**config.mk**
```make
export PLATFORM = sky130hd
export DESIGN_NAME = route_arbiter
export DESIGN_NICKNAME = d
export VERILOG_FILES = /design/src/rtl/route_arbiter.sv
export SDC_FILE = /design/constraint.sdc
export NUM_CORES = 1
export LEC_CHECK = 0
export ABC_AREA = 1
export CAP_MARGIN = 20
export CELL_PAD_IN_SITES_DETAIL_PLACEMENT = 1
export CELL_PAD_IN_SITES_GLOBAL_PLACEMENT = 2
export CORE_ASPECT_RATIO = 1.25
export CORE_MARGIN = 2
export CORE_UTILIZATION = 26
export CTS_CLUSTER_SIZE = 8
export DETAILED_ROUTE_END_ITERATION = 12
export PLACE_DENSITY = 0.86
export SETUP_SLACK_MARGIN = 0.02
export SLEW_MARGIN = 40
export SYNTH_ARGS = -nofsm -noshare
export SYNTH_HDL_FRONTEND = slang
export SYNTH_SLANG_ARGS = --single-unit
```
**constraint.sdc**
```tcl
create_clock -name clk -period 2.57 [get_ports clk]
set_input_delay 0.3855 -clock clk [delete_from_list [all_inputs] [get_ports clk]]
set_output_delay 0.3855 -clock clk [all_outputs]
set_load 0.01 [all_outputs]
```
**src/rtl/route_arbiter.sv**
```systemverilog
`default_nettype none
// route_arbiter: round-robin arbiter that scans a granted requester's status word against a route table.
// Rev 1.0

module route_arbiter #(
   parameter logic [15:0] FLAG = 16'hF1A6
) (
   input  logic        clk,
   input  logic        rst,
   input  logic [3:0]  req,
   input  logic [63:0] status_bus,
   input  logic        cfg_we,
   input  logic [2:0]  cfg_addr,
   input  logic [1:0]  cfg_action,
   output logic [3:0]  gnt,
   output logic [3:0]  done,
   output logic [3:0]  pass,
   output logic [3:0]  solved,
   output logic        busy,
   output logic [15:0] flag_led
);

   typedef enum logic [1:0] {
      S_IDLE   = 2'd0,
      S_GRANT  = 2'd1,
      S_SCAN   = 2'd2,
      S_REPORT = 2'd3
   } state_t;

   state_t      state_q;
   logic [1:0]  id_q;
   logic [1:0]  last_q;
   logic [15:0] shadow_q;
   logic [2:0]  step_q;
   logic        mismatch_q;
   logic [1:0]  route_q [8];
   logic [3:0]  gnt_q;
   logic [3:0]  done_q;
   logic [3:0]  pass_q;
   logic [3:0]  solved_q;
   logic        busy_q;
   logic [15:0] flag_q;

   logic        sel_valid_d;
   logic [1:0]  sel_id_d;
   logic [3:0]  field_base_d;
   logic [1:0]  field_d;
   logic [1:0]  act_d;
   logic        mismatch_d;
   logic [3:0]  id_onehot_d;
   logic [3:0]  solved_d;

   // Search starts just after the last served requester, so it has lowest priority.
   always_comb begin
      sel_valid_d = 1'b0;
      sel_id_d    = last_q;
      for (int k = 1; k <= 4; k++) begin
         if (!sel_valid_d && req[last_q + 2'(k)]) begin
            sel_valid_d = 1'b1;
            sel_id_d    = last_q + 2'(k);
         end
      end
   end

   always_comb begin
      field_base_d = 4'd15 - {step_q, 1'b0};
      field_d      = shadow_q[field_base_d -: 2];
      case (field_d)
         2'b00:   act_d = 2'b01;
         2'b01:   act_d = 2'b10;
         2'b10:   act_d = 2'b11;
         default: act_d = 2'b00;
      endcase
      mismatch_d  = mismatch_q | (act_d != route_q[step_q]);
      id_onehot_d = 4'b0001 << id_q;
      solved_d    = solved_q | (mismatch_d ? 4'b0000 : id_onehot_d);
   end

   always_ff @(posedge clk) begin
      if (!rst) begin
         state_q    <= S_IDLE;
         id_q       <= 2'd0;
         last_q     <= 2'd3;
         shadow_q   <= 16'h0000;
         step_q     <= 3'd0;
         mismatch_q <= 1'b0;
         gnt_q      <= 4'b0000;
         done_q     <= 4'b0000;
         pass_q     <= 4'b0000;
         solved_q   <= 4'b0000;
         busy_q     <= 1'b0;
         flag_q     <= 16'h0000;
         for (int i = 0; i < 8; i++) begin
            route_q[i] <= 2'b01;
         end
      end else begin
         done_q <= 4'b0000;
         pass_q <= 4'b0000;
         case (state_q)
            S_IDLE: begin
               if (sel_valid_d) begin
                  state_q <= S_GRANT;
                  id_q    <= sel_id_d;
                  gnt_q   <= 4'b0001 << sel_id_d;
                  busy_q  <= 1'b1;
               end else if (cfg_we) begin
                  route_q[cfg_addr] <= cfg_action;
               end
            end
            S_GRANT: begin
               shadow_q   <= status_bus[{id_q, 4'b0000} +: 16];
               step_q     <= 3'd0;
               mismatch_q <= 1'b0;
               state_q    <= S_SCAN;
            end
            S_SCAN: begin
               mismatch_q <= mismatch_d;
               step_q     <= step_q + 3'd1;
               // Result is registered on the last step so it is visible throughout REPORT.
               if (step_q == 3'd7) begin
                  state_q  <= S_REPORT;
                  gnt_q    <= 4'b0000;
                  done_q   <= id_onehot_d;
                  pass_q   <= mismatch_d ? 4'b0000 : id_onehot_d;
                  solved_q <= solved_d;
                  flag_q   <= (solved_d != 4'b0000) ? FLAG : 16'h0000;
               end
            end
            default: begin
               state_q    <= S_IDLE;
               busy_q     <= 1'b0;
               gnt_q      <= 4'b0000;
               last_q     <= id_q;
               step_q     <= 3'd0;
               mismatch_q <= 1'b0;
            end
         endcase
      end
   end

   assign gnt      = gnt_q;
   assign done     = done_q;
   assign pass     = pass_q;
   assign solved   = solved_q;
   assign busy     = busy_q;
   assign flag_led = flag_q;

endmodule

`default_nettype wire

```
==> metrics.log, run 1 <==
INFO  metric syn_avg_cell_area = 7.486 um2
INFO  metric fin_area = 0.004910 mm2
INFO  metric number_of_violations_reported_at_the_end_of_detailed_routing_iteration_0 = 95
INFO  metric sum_of_internal_switching_and_leakage_power = about 4 mW
INFO  metric buffer_ports.inserted = a little over 100
INFO  metric fp.dieW = 108.4 um
INFO  metric seq_area_frac_synth = 40.14%
INFO  metric overflow = 0
INFO  metric cts_post_setup_buffers_inserted = 0
INFO  metric floorplan.initialDensity = 26.64%
INFO  metric core.rowCount = 47
INFO  metric antenna_cells_inserted = 0
INFO  metric endpoint_kind = flip-flop
INFO  metric total_negative_slack_for_setup_checks = 0 ns
INFO  metric drt-pass1-iter-count = 4
INFO  metric fin_skew = 0.005910 ns
INFO  metric synth-async-reset-ratio = 0%
INFO  metric cpPeakStageDelay = 0.58 ns
INFO  metric finalNetCount = 646
INFO  metric cp_cell_sequence = inv_4 > nand2_1 > nand2_1 > nand2_4 > nand2_4 > nor2_8 > nand3_4 > nor2_4 > nand3_4 > nor2_8 > nand2_2 > nand2_1
INFO  metric synth_top_area_share = 26.57%
INFO  metric antenna_found_initial = 0
INFO  metric clk-insertion-delay-late = 0.33 ns
INFO  metric crit_path_frequent_cell = sky130_fd_sc_hd__nand2_1
INFO  metric cts-buffers-inserted = 9
INFO  metric clkTransAtPathRegs = 0.05 ns
INFO  metric critical_path.max_fanout = 10
INFO  metric crit_slowest_cell = sky130_fd_sc_hd__dfxtp_1
INFO  metric vdd_drop_max = 0.0003326 V
INFO  metric post_synth_instance_area = ~0.0035 mm2
INFO  metric met1Wirelength = around 4200 um
INFO  metric ys_ff_latch = between 60 and 70
INFO  metric cts_hold_repair.buffers = 0
INFO  metric hp-class = reg -> reg
INFO  metric power_per_cell_area = 820.8 mW/mm2
INFO  metric cts_root_buf = sky130_fd_sc_hd__clkbuf_16
INFO  metric synth-warning-count = 0
INFO  metric drt-wirelength-per-cell = 13.95 um
INFO  metric dr.max_layer_used = met4
INFO  metric synthTopCellsByArea = sky130_fd_sc_hd__dfxtp_1 27%, sky130_fd_sc_hd__edfxtp_1 14%, sky130_fd_sc_hd__nand2_1 9.8%, sky130_fd_sc_hd__nand3_1 9.3%, sky130_fd_sc_hd__o21ai_0 4.5%
INFO  metric ys_dominant_reg_cell = sky130_fd_sc_hd__dfxtp_1
INFO  metric final-max-slew-violation-count = 0
INFO  metric layout-area-overhead-vs-synth = 38.66%
INFO  metric post-synth-top-count-cell = sky130_fd_sc_hd__nand2_1
INFO  metric synthDominantAreaCellType = sky130_fd_sc_hd__dfxtp_1
INFO  metric clock_sink_count = 63
INFO  metric die_area = 0.01457 mm2
INFO  metric synth_common_cells = 92 x sky130_fd_sc_hd__nand2_1, 66 x sky130_fd_sc_hd__nand3_1, 47 x sky130_fd_sc_hd__dfxtp_1, 42 x sky130_fd_sc_hd__nor2_1, 41 x sky130_fd_sc_hd__inv_1
INFO  metric routed_wirelength = between 10,000 and 15,000 um
INFO  metric gpl.final_weighted_congestion = 0.7769
INFO  metric count_of_mapped_cells_out_of_synthesis = ~470
INFO  metric final.min_clock_period = 2.232 ns
INFO  metric vias_per_cell = around 4.8
INFO  metric maxClockFrequency = 448.0 MHz
INFO  metric drc = 0
INFO  metric post_cts_resize_count = 0
INFO  metric core_region_area = 0.01329 mm2
INFO  metric cp_data_arrival_time = ~2.3 ns
INFO  metric final_critical_path_share_of_the_clock_period = slightly below 90%
INFO  metric synth_cell_types = 30
INFO  metric timing_hold_violations_final = 0
INFO  metric critPathLaunchType = flip-flop
INFO  metric critical_path_required = 2.61 ns
INFO  metric unrepaired_setup_endpoints_after_global_routing = false
INFO  metric grt.total_usage = 14.72%
INFO  metric detailroute.via_count = roughly 3,500
INFO  metric buffers_and_inverters_on_the_worst_path = 1
INFO  metric crit_family = simple AND/OR/NAND/NOR gates
INFO  metric top_level_ports = around 110
INFO  metric cap_violations = 0
INFO  metric share_of_post_route_cells_with_drive_strength_above_1 = 8.627%
INFO  metric final-setup-viol-count = 0
INFO  metric die_extent_in_y = 134.5 um
INFO  metric post_placement_cell_area = 0.004649 mm2
INFO  metric synth_edf_count = 16
INFO  metric status = complete, no violations
INFO  metric hpwl = 8153 um
INFO  metric cts-htree-levels = 3
INFO  metric first_global_vias = ~3,600
INFO  metric grt_max_degree = 33
INFO  metric tritoncts = built
INFO  metric global_route_wire_length_before_repair = 16,950 um
INFO  metric crit_type = reg -> reg
INFO  metric cellLeakagePower = 1.935 nW
INFO  metric met3_length = 403 um
INFO  metric postRouteAntennaNets = 0
INFO  metric wl_met2 = 5474 um
INFO  metric cts.path.max_buffers = 2
## cell usage in the layout (no fill, tap or decap)
cell type	instances
sky130_fd_sc_hd__nand2_1	92
sky130_fd_sc_hd__nor2_4	1
sky130_fd_sc_hd__conb_1	7
sky130_fd_sc_hd__a41oi_1	16
sky130_fd_sc_hd__o21ai_1	6
sky130_fd_sc_hd__a22oi_1	16
sky130_fd_sc_hd__a21oi_1	21
sky130_fd_sc_hd__ha_1	6
sky130_fd_sc_hd__nand4_1	1
sky130_fd_sc_hd__clkbuf_1	3
sky130_fd_sc_hd__inv_4	1
sky130_fd_sc_hd__edfxtp_1	16
sky130_fd_sc_hd__clkinv_1	2
sky130_fd_sc_hd__or4_1	1
sky130_fd_sc_hd__clkbuf_8	1
sky130_fd_sc_hd__nand2_4	3
sky130_fd_sc_hd__dfxtp_1	47
sky130_fd_sc_hd__nand3_1	66
sky130_fd_sc_hd__inv_1	41
sky130_fd_sc_hd__nand3b_1	1
sky130_fd_sc_hd__buf_4	8
sky130_fd_sc_hd__nand2_2	15
sky130_fd_sc_hd__nor2_8	3
sky130_fd_sc_hd__o21ai_0	32
sky130_fd_sc_hd__nor2_1	42
sky130_fd_sc_hd__inv_2	4
sky130_fd_sc_hd__clkbuf_16	9
sky130_fd_sc_hd__a211oi_1	2
sky130_fd_sc_hd__clkinv_2	2
sky130_fd_sc_hd__nand3_4	2
sky130_fd_sc_hd__clkdlybuf4s50_1	101
## flip-flops by register name (all words and copies together) (netlist names), 2 cells and up, named ones only
name	cells
done	4
gnt	4
id_q	2
last_q	2
pass	4
route_q	16
shadow_q	16
solved	4
state_q	2
step_q	3
## cell type report
cell class | instances | area [um2]
Clock buffer | 13 | 250.2
Clock inverter | 2 | 10.01
Tap cell | 171 | 214.0
Sequential cell | 63 | 1421
Fill cell | 1677 | 8381
Multi-Input combinational cell | 333 | 1760
Timing Repair Buffer | 109 | 1071
Inverter | 48 | 182.7
## where the power goes
part	internal [mW]	switching, mW	total, mW
logic	0.593	1.03	1.62
clock network	0.669	0.404	1.07
registers	1.20	0.136	1.34
## routing by layer
layer  vias up  GRT usage (%)
met3        11          2.896
li1       1762              -
met2        81          27.25
met1      1665          16.48
met5         -              0
met4         0          5.342
## final timing paths
kind | from | endpoint | slack [ns] | depth (start not counted)
setup / recovery | last_q[0] | route_q[5][1] | 0.34 | 12
hold / removal | solved[1] | solved[1] | 0.46 | 2
setup reg to reg | last_q[0] | route_q[5][1] | 0.34 | 12
hold reg to reg | solved[1] | solved[1] | 0.46 | 2
## worst reg2reg max path: stages, from the launching register on
cell,delay (ns)
sky130_fd_sc_hd__dfxtp_1,0.58
sky130_fd_sc_hd__inv_4,0.13
sky130_fd_sc_hd__nand2_1,0.09
sky130_fd_sc_hd__nand2_1,0.11
sky130_fd_sc_hd__nand2_4,0.11
sky130_fd_sc_hd__nand2_4,0.08
sky130_fd_sc_hd__nor2_8,0.11
sky130_fd_sc_hd__nand3_4,0.10
sky130_fd_sc_hd__nor2_4,0.12
sky130_fd_sc_hd__nand3_4,0.14
sky130_fd_sc_hd__nor2_8,0.19
sky130_fd_sc_hd__nand2_2,0.07
sky130_fd_sc_hd__nand2_1,0.11
## cell families after synthesis
family / share of synthesized area, %
AOI/OAI and AO/OA: 16.11
adders and majority gates: 2.120
buffers and inverters: 10.78
DFF: 40.14
other: 0.1059
and+or+nand+nor: 30.74
## stage by stage
stage	hold slack [ns]	setup slack [ns]	util, %	std cells
after floorplan	0.4806	0.7604	-	479
after global placement	0.4540	0.2518	34.98	724
after detailed placement	0.4562	0.1659	34.98	724
after CTS	0.4631	0.3067	36.94	739
after global routing	0.4964	0.1115	36.94	739
final	0.4556	0.3376	36.94	739
Power figures use the tool's default switching activity.
==> run 2: changes to the inputs <==
--- a/config.mk
+++ b/config.mk
@@ -6,7 +6,7 @@
 export NUM_CORES = 1
 export LEC_CHECK = 0
 export ABC_AREA = 1
-export CAP_MARGIN = 20
+export CAP_MARGIN = 40
 export CELL_PAD_IN_SITES_DETAIL_PLACEMENT = 1
 export CELL_PAD_IN_SITES_GLOBAL_PLACEMENT = 2
 export CORE_ASPECT_RATIO = 1.25
==> results of run 2 <==
Final layout, timing and power as in run 1 (identical DEF).
==> run 3: changes to the inputs <==
--- a/config.mk
+++ b/config.mk
@@ -9,7 +9,7 @@
 export CAP_MARGIN = 40
 export CELL_PAD_IN_SITES_DETAIL_PLACEMENT = 1
 export CELL_PAD_IN_SITES_GLOBAL_PLACEMENT = 2
-export CORE_ASPECT_RATIO = 1.25
+export CORE_ASPECT_RATIO = 1.4
 export CORE_MARGIN = 2
 export CORE_UTILIZATION = 26
 export CTS_CLUSTER_SIZE = 8
==> run 3 against run 2 <==
Effect of this change: core utilization up 0.47 points; worst setup slack better by 0.024 ns; sequential power about the same; final area up 1.5%; final cell count up 1.8%; largest power group unchanged; die area about the same; critical endpoint is now route_q[6][1]; critical path depth unchanged.
==> metrics.log, run 3 (synthesis gave the netlist of run 1 again) <==
INFO  metric cts_post_setup_buffers_inserted = 0 (unchanged)
INFO  metric number_of_standard_cells_in_the_layout_taps_in_and_fillers_out = 752 (was 739)
INFO  metric grt.total_usage = 15.69% (was 14.72%)
INFO  metric antenna_cells_inserted = 0 (unchanged)
INFO  metric cts-buffers-inserted = 9 (unchanged)
INFO  metric overflow = 0 (unchanged)
INFO  metric tritoncts = built (unchanged)
INFO  metric fin_skew = 0.004209 ns (was 0.005910 ns)
INFO  metric drc = 0 (unchanged)
INFO  metric vias_per_cell = 4.678 (was 4.762)
INFO  metric number_of_violations_reported_at_the_end_of_detailed_routing_iteration_0 = 79 (was 95)
INFO  metric detailroute.via_count = 3,518 (was 3,519)
INFO  metric worst_r2r_path_depth = 12 (unchanged)
INFO  metric core_region_area = 0.01333 mm2 (was 0.01329 mm2)
INFO  metric endpoint_kind = flip-flop (unchanged)
INFO  metric numPlacedInstances = 736 (was 724)
INFO  metric total_negative_slack_for_setup_checks = 0 ns (unchanged)
INFO  metric rr_startpoint = last_q[0] (unchanged)
INFO  metric vdd_drop_max = 0.0004265 V (was 0.0003326 V)
INFO  metric mostFrequentLayoutCells = 101 x sky130_fd_sc_hd__clkdlybuf4s50_1, 92 x sky130_fd_sc_hd__nand2_1, 66 x sky130_fd_sc_hd__nand3_1, 47 x sky130_fd_sc_hd__dfxtp_1, 42 x sky130_fd_sc_hd__nor2_1 (unchanged)
INFO  metric hpwl = 8615 um (was 8153 um)
INFO  metric crit_slowest_cell = sky130_fd_sc_hd__dfxtp_1 (unchanged)
INFO  metric clock_sink_count = 63 (unchanged)
INFO  metric floorplan.initialDensity = 26.57% (was 26.64%)
INFO  metric critical_path.max_fanout = 10 (unchanged)
INFO  metric die_area = 0.01458 mm2 (was 0.01457 mm2)
INFO  metric post_cts_resize_count = 0 (unchanged)
INFO  metric first_global_vias = 3,860 (was 3,649)
INFO  metric top_regs = route_q: 16 flops, shadow_q: 16 flops (unchanged)
INFO  metric share_of_post_route_cells_with_drive_strength_above_1 = 9.298% (was 8.627%)
INFO  metric maxClockFrequency = 452.8 MHz (was 448.0 MHz)
INFO  metric fp.dieW = 102.6 um (was 108.4 um)
INFO  metric timing.reg2reg.setup_slack = 0.36 ns (was 0.34 ns)
INFO  metric buffers_and_inverters_on_the_worst_path = 1 (unchanged)
INFO  metric timing_hold_violations_final = 0 (unchanged)
INFO  metric final_critical_path_share_of_the_clock_period = 85.94% (was 86.86%)
INFO  metric global_route_wire_length_before_repair = 17,920 um (was 16,950 um)
INFO  metric cp_cell_sequence = inv_4 > nand2_1 > nand2_2 > nand2_4 > nand2_4 > nor2_8 > nand3_4 > nor2_4 > nand3_4 > nor2_8 > nand2_2 > nand2_1 (was inv_4 > nand2_1 > nand2_1 > nand2_4 > nand2_4 > nor2_8 > nand3_4 > nor2_4 > nand3_4 > nor2_8 > nand2_2 > nand2_1)
INFO  metric buffer_ports.inserted = 101 (unchanged)
INFO  metric layout-area-overhead-vs-synth = 40.78% (was 38.66%)
INFO  metric cap_violations = 0 (unchanged)
INFO  metric final-setup-viol-count = 0 (unchanged)
INFO  metric antenna_found_initial = 0 (unchanged)
INFO  metric most_common_cell_after_layout_fill_and_taps_aside = sky130_fd_sc_hd__clkdlybuf4s50_1 (unchanged)
INFO  metric core.rowCount = 50 (was 47)
INFO  metric gpl.final_weighted_congestion = 0.8043 (was 0.7769)
INFO  metric hp-class = reg -> reg (unchanged)
INFO  metric unrepaired_setup_endpoints_after_global_routing = false (unchanged)
INFO  metric postRouteAntennaNets = 0 (unchanged)
INFO  metric finalNetCount = 647 (was 646)
INFO  metric post_placement_cell_area = 0.004671 mm2 (was 0.004649 mm2)
INFO  metric cp_data_arrival_time = 2.25 ns (was 2.27 ns)
INFO  metric clkTransAtPathRegs = 0.05 ns (about the same)
INFO  metric final.min_clock_period = 2.209 ns (was 2.232 ns)
INFO  metric cts.path.max_buffers = 2 (unchanged)
INFO  metric critical_path_required = 2.61 ns (about the same)
INFO  metric drt-wirelength-per-cell = 14.43 um (was 13.95 um)
INFO  metric grt_max_degree = 33 (unchanged)
INFO  metric critPathLaunchType = flip-flop (unchanged)
INFO  metric fin_area = 0.004985 mm2 (was 0.004910 mm2)
INFO  metric worst_r2r_endpoint = route_q[6][1] (was route_q[5][1])
INFO  metric timing.hold.worst_endpoint = gnt[0] (was solved[1])
INFO  metric cellLeakagePower = 1.959 nW (was 1.935 nW)
INFO  metric crit_family = simple AND/OR/NAND/NOR gates (unchanged)
INFO  metric top_level_ports = 109 (unchanged)
INFO  metric cts_hold_repair.buffers = 0 (unchanged)
INFO  metric clk-insertion-delay-late = 0.33 ns (about the same)
INFO  metric final-max-slew-violation-count = 0 (unchanged)
INFO  metric drt-pass1-iter-count = 5 (was 4)
INFO  metric timing.hold.worst_path_depth = 2 (unchanged)
INFO  metric die_extent_in_y = 142.1 um (was 134.5 um)
INFO  metric crit_type = reg -> reg (unchanged)
INFO  metric cpPeakStageDelay = 0.57 ns (was 0.58 ns)
INFO  metric routed_wirelength = 10,850 um (was 10,310 um)
INFO  metric min-delay-start = gnt[0] (was solved[1])
INFO  metric cts-htree-levels = 3 (unchanged)
INFO  metric cts_root_buf = sky130_fd_sc_hd__clkbuf_16 (unchanged)
INFO  metric status = complete, no violations (unchanged)
INFO  metric power_per_cell_area = 849.5 mW/mm2 (was 820.8 mW/mm2)
## run 3: cell count changes in the layout (fill, tap and decap cells not counted), sizes merged
cell      change
buf           +1
clkinvlp      +2
clkbuf        -3
bufinv        +2
## run 3: metrics by stage
step | power (mW) | worst slack [ns] | hold slack (ns) | util [%]
after floorplan | 2.429 | 0.7604 | 0.4806 | -
after global placement | 2.934 | 0.2504 | 0.4539 | 35.05
after detailed placement | 3.000 | 0.1940 | 0.4642 | 35.05
after CTS | 4.289 | 0.3329 | 0.4724 | 37.41
after global routing | 4.553 | 0.1531 | 0.5002 | 37.41
final | 4.234 | 0.3613 | 0.4673 | 37.41
## run 3: metal layers
layer / wire length (um) / vias to the layer above / global-route usage (%) / part of all wire, %
met3: 431 / 17 / 3.094 / 4.0
li1: - / 1757 / - / -
met2: 6076 / 86 / 30.96 / 56
met1: 4118 / 1658 / 15.56 / 38
met4: 225 / 0 / 5.825 / 2.1
met5: 0 / - / 0 / 0
## run 3: how the worst max path moves through the flow
stage | slack (ns) | from | endpoint | cells after the start
global route | 0.15 | last_q[0] | route_q[6][0] | 12
finish | 0.36 | last_q[0] | route_q[6][1] | 12
floorplan | 0.76 | last_q[0] | route_q[0][0] | 13
detailed placement | 0.19 | req[0] | route_q[1][0] | 12
CTS | 0.33 | last_q[0] | route_q[6][0] | 12
global placement | 0.25 | req[0] | route_q[4][1] | 12
## run 3: layout make-up
| type | instances | area, um2 |
|---|---|---|
| fillers | 1596 | 8341 |
| repair buffers | 110 | 1079 |
| inverters | 48 | 182.7 |
| flip-flops and latches | 63 | 1421 |
| clock inverters | 6 | 85.08 |
| well taps | 182 | 227.7 |
| clock buffers | 10 | 229.0 |
| multi-input cells | 333 | 1760 |
## run 3: worst min-delay path, delay by kind of cell (launching register included)
kind | cells | cell delay (ns)
flops | 1 | 0.30
simple gates | 1 | 0.06
compound gates | 1 | 0.06
## run 3: where the power goes
group / internal [mW] / total [mW] / switching, mW
logic: 0.602 / 1.62 / 1.02
clock network: 0.845 / 1.29 / 0.441
registers: 1.20 / 1.33 / 0.128
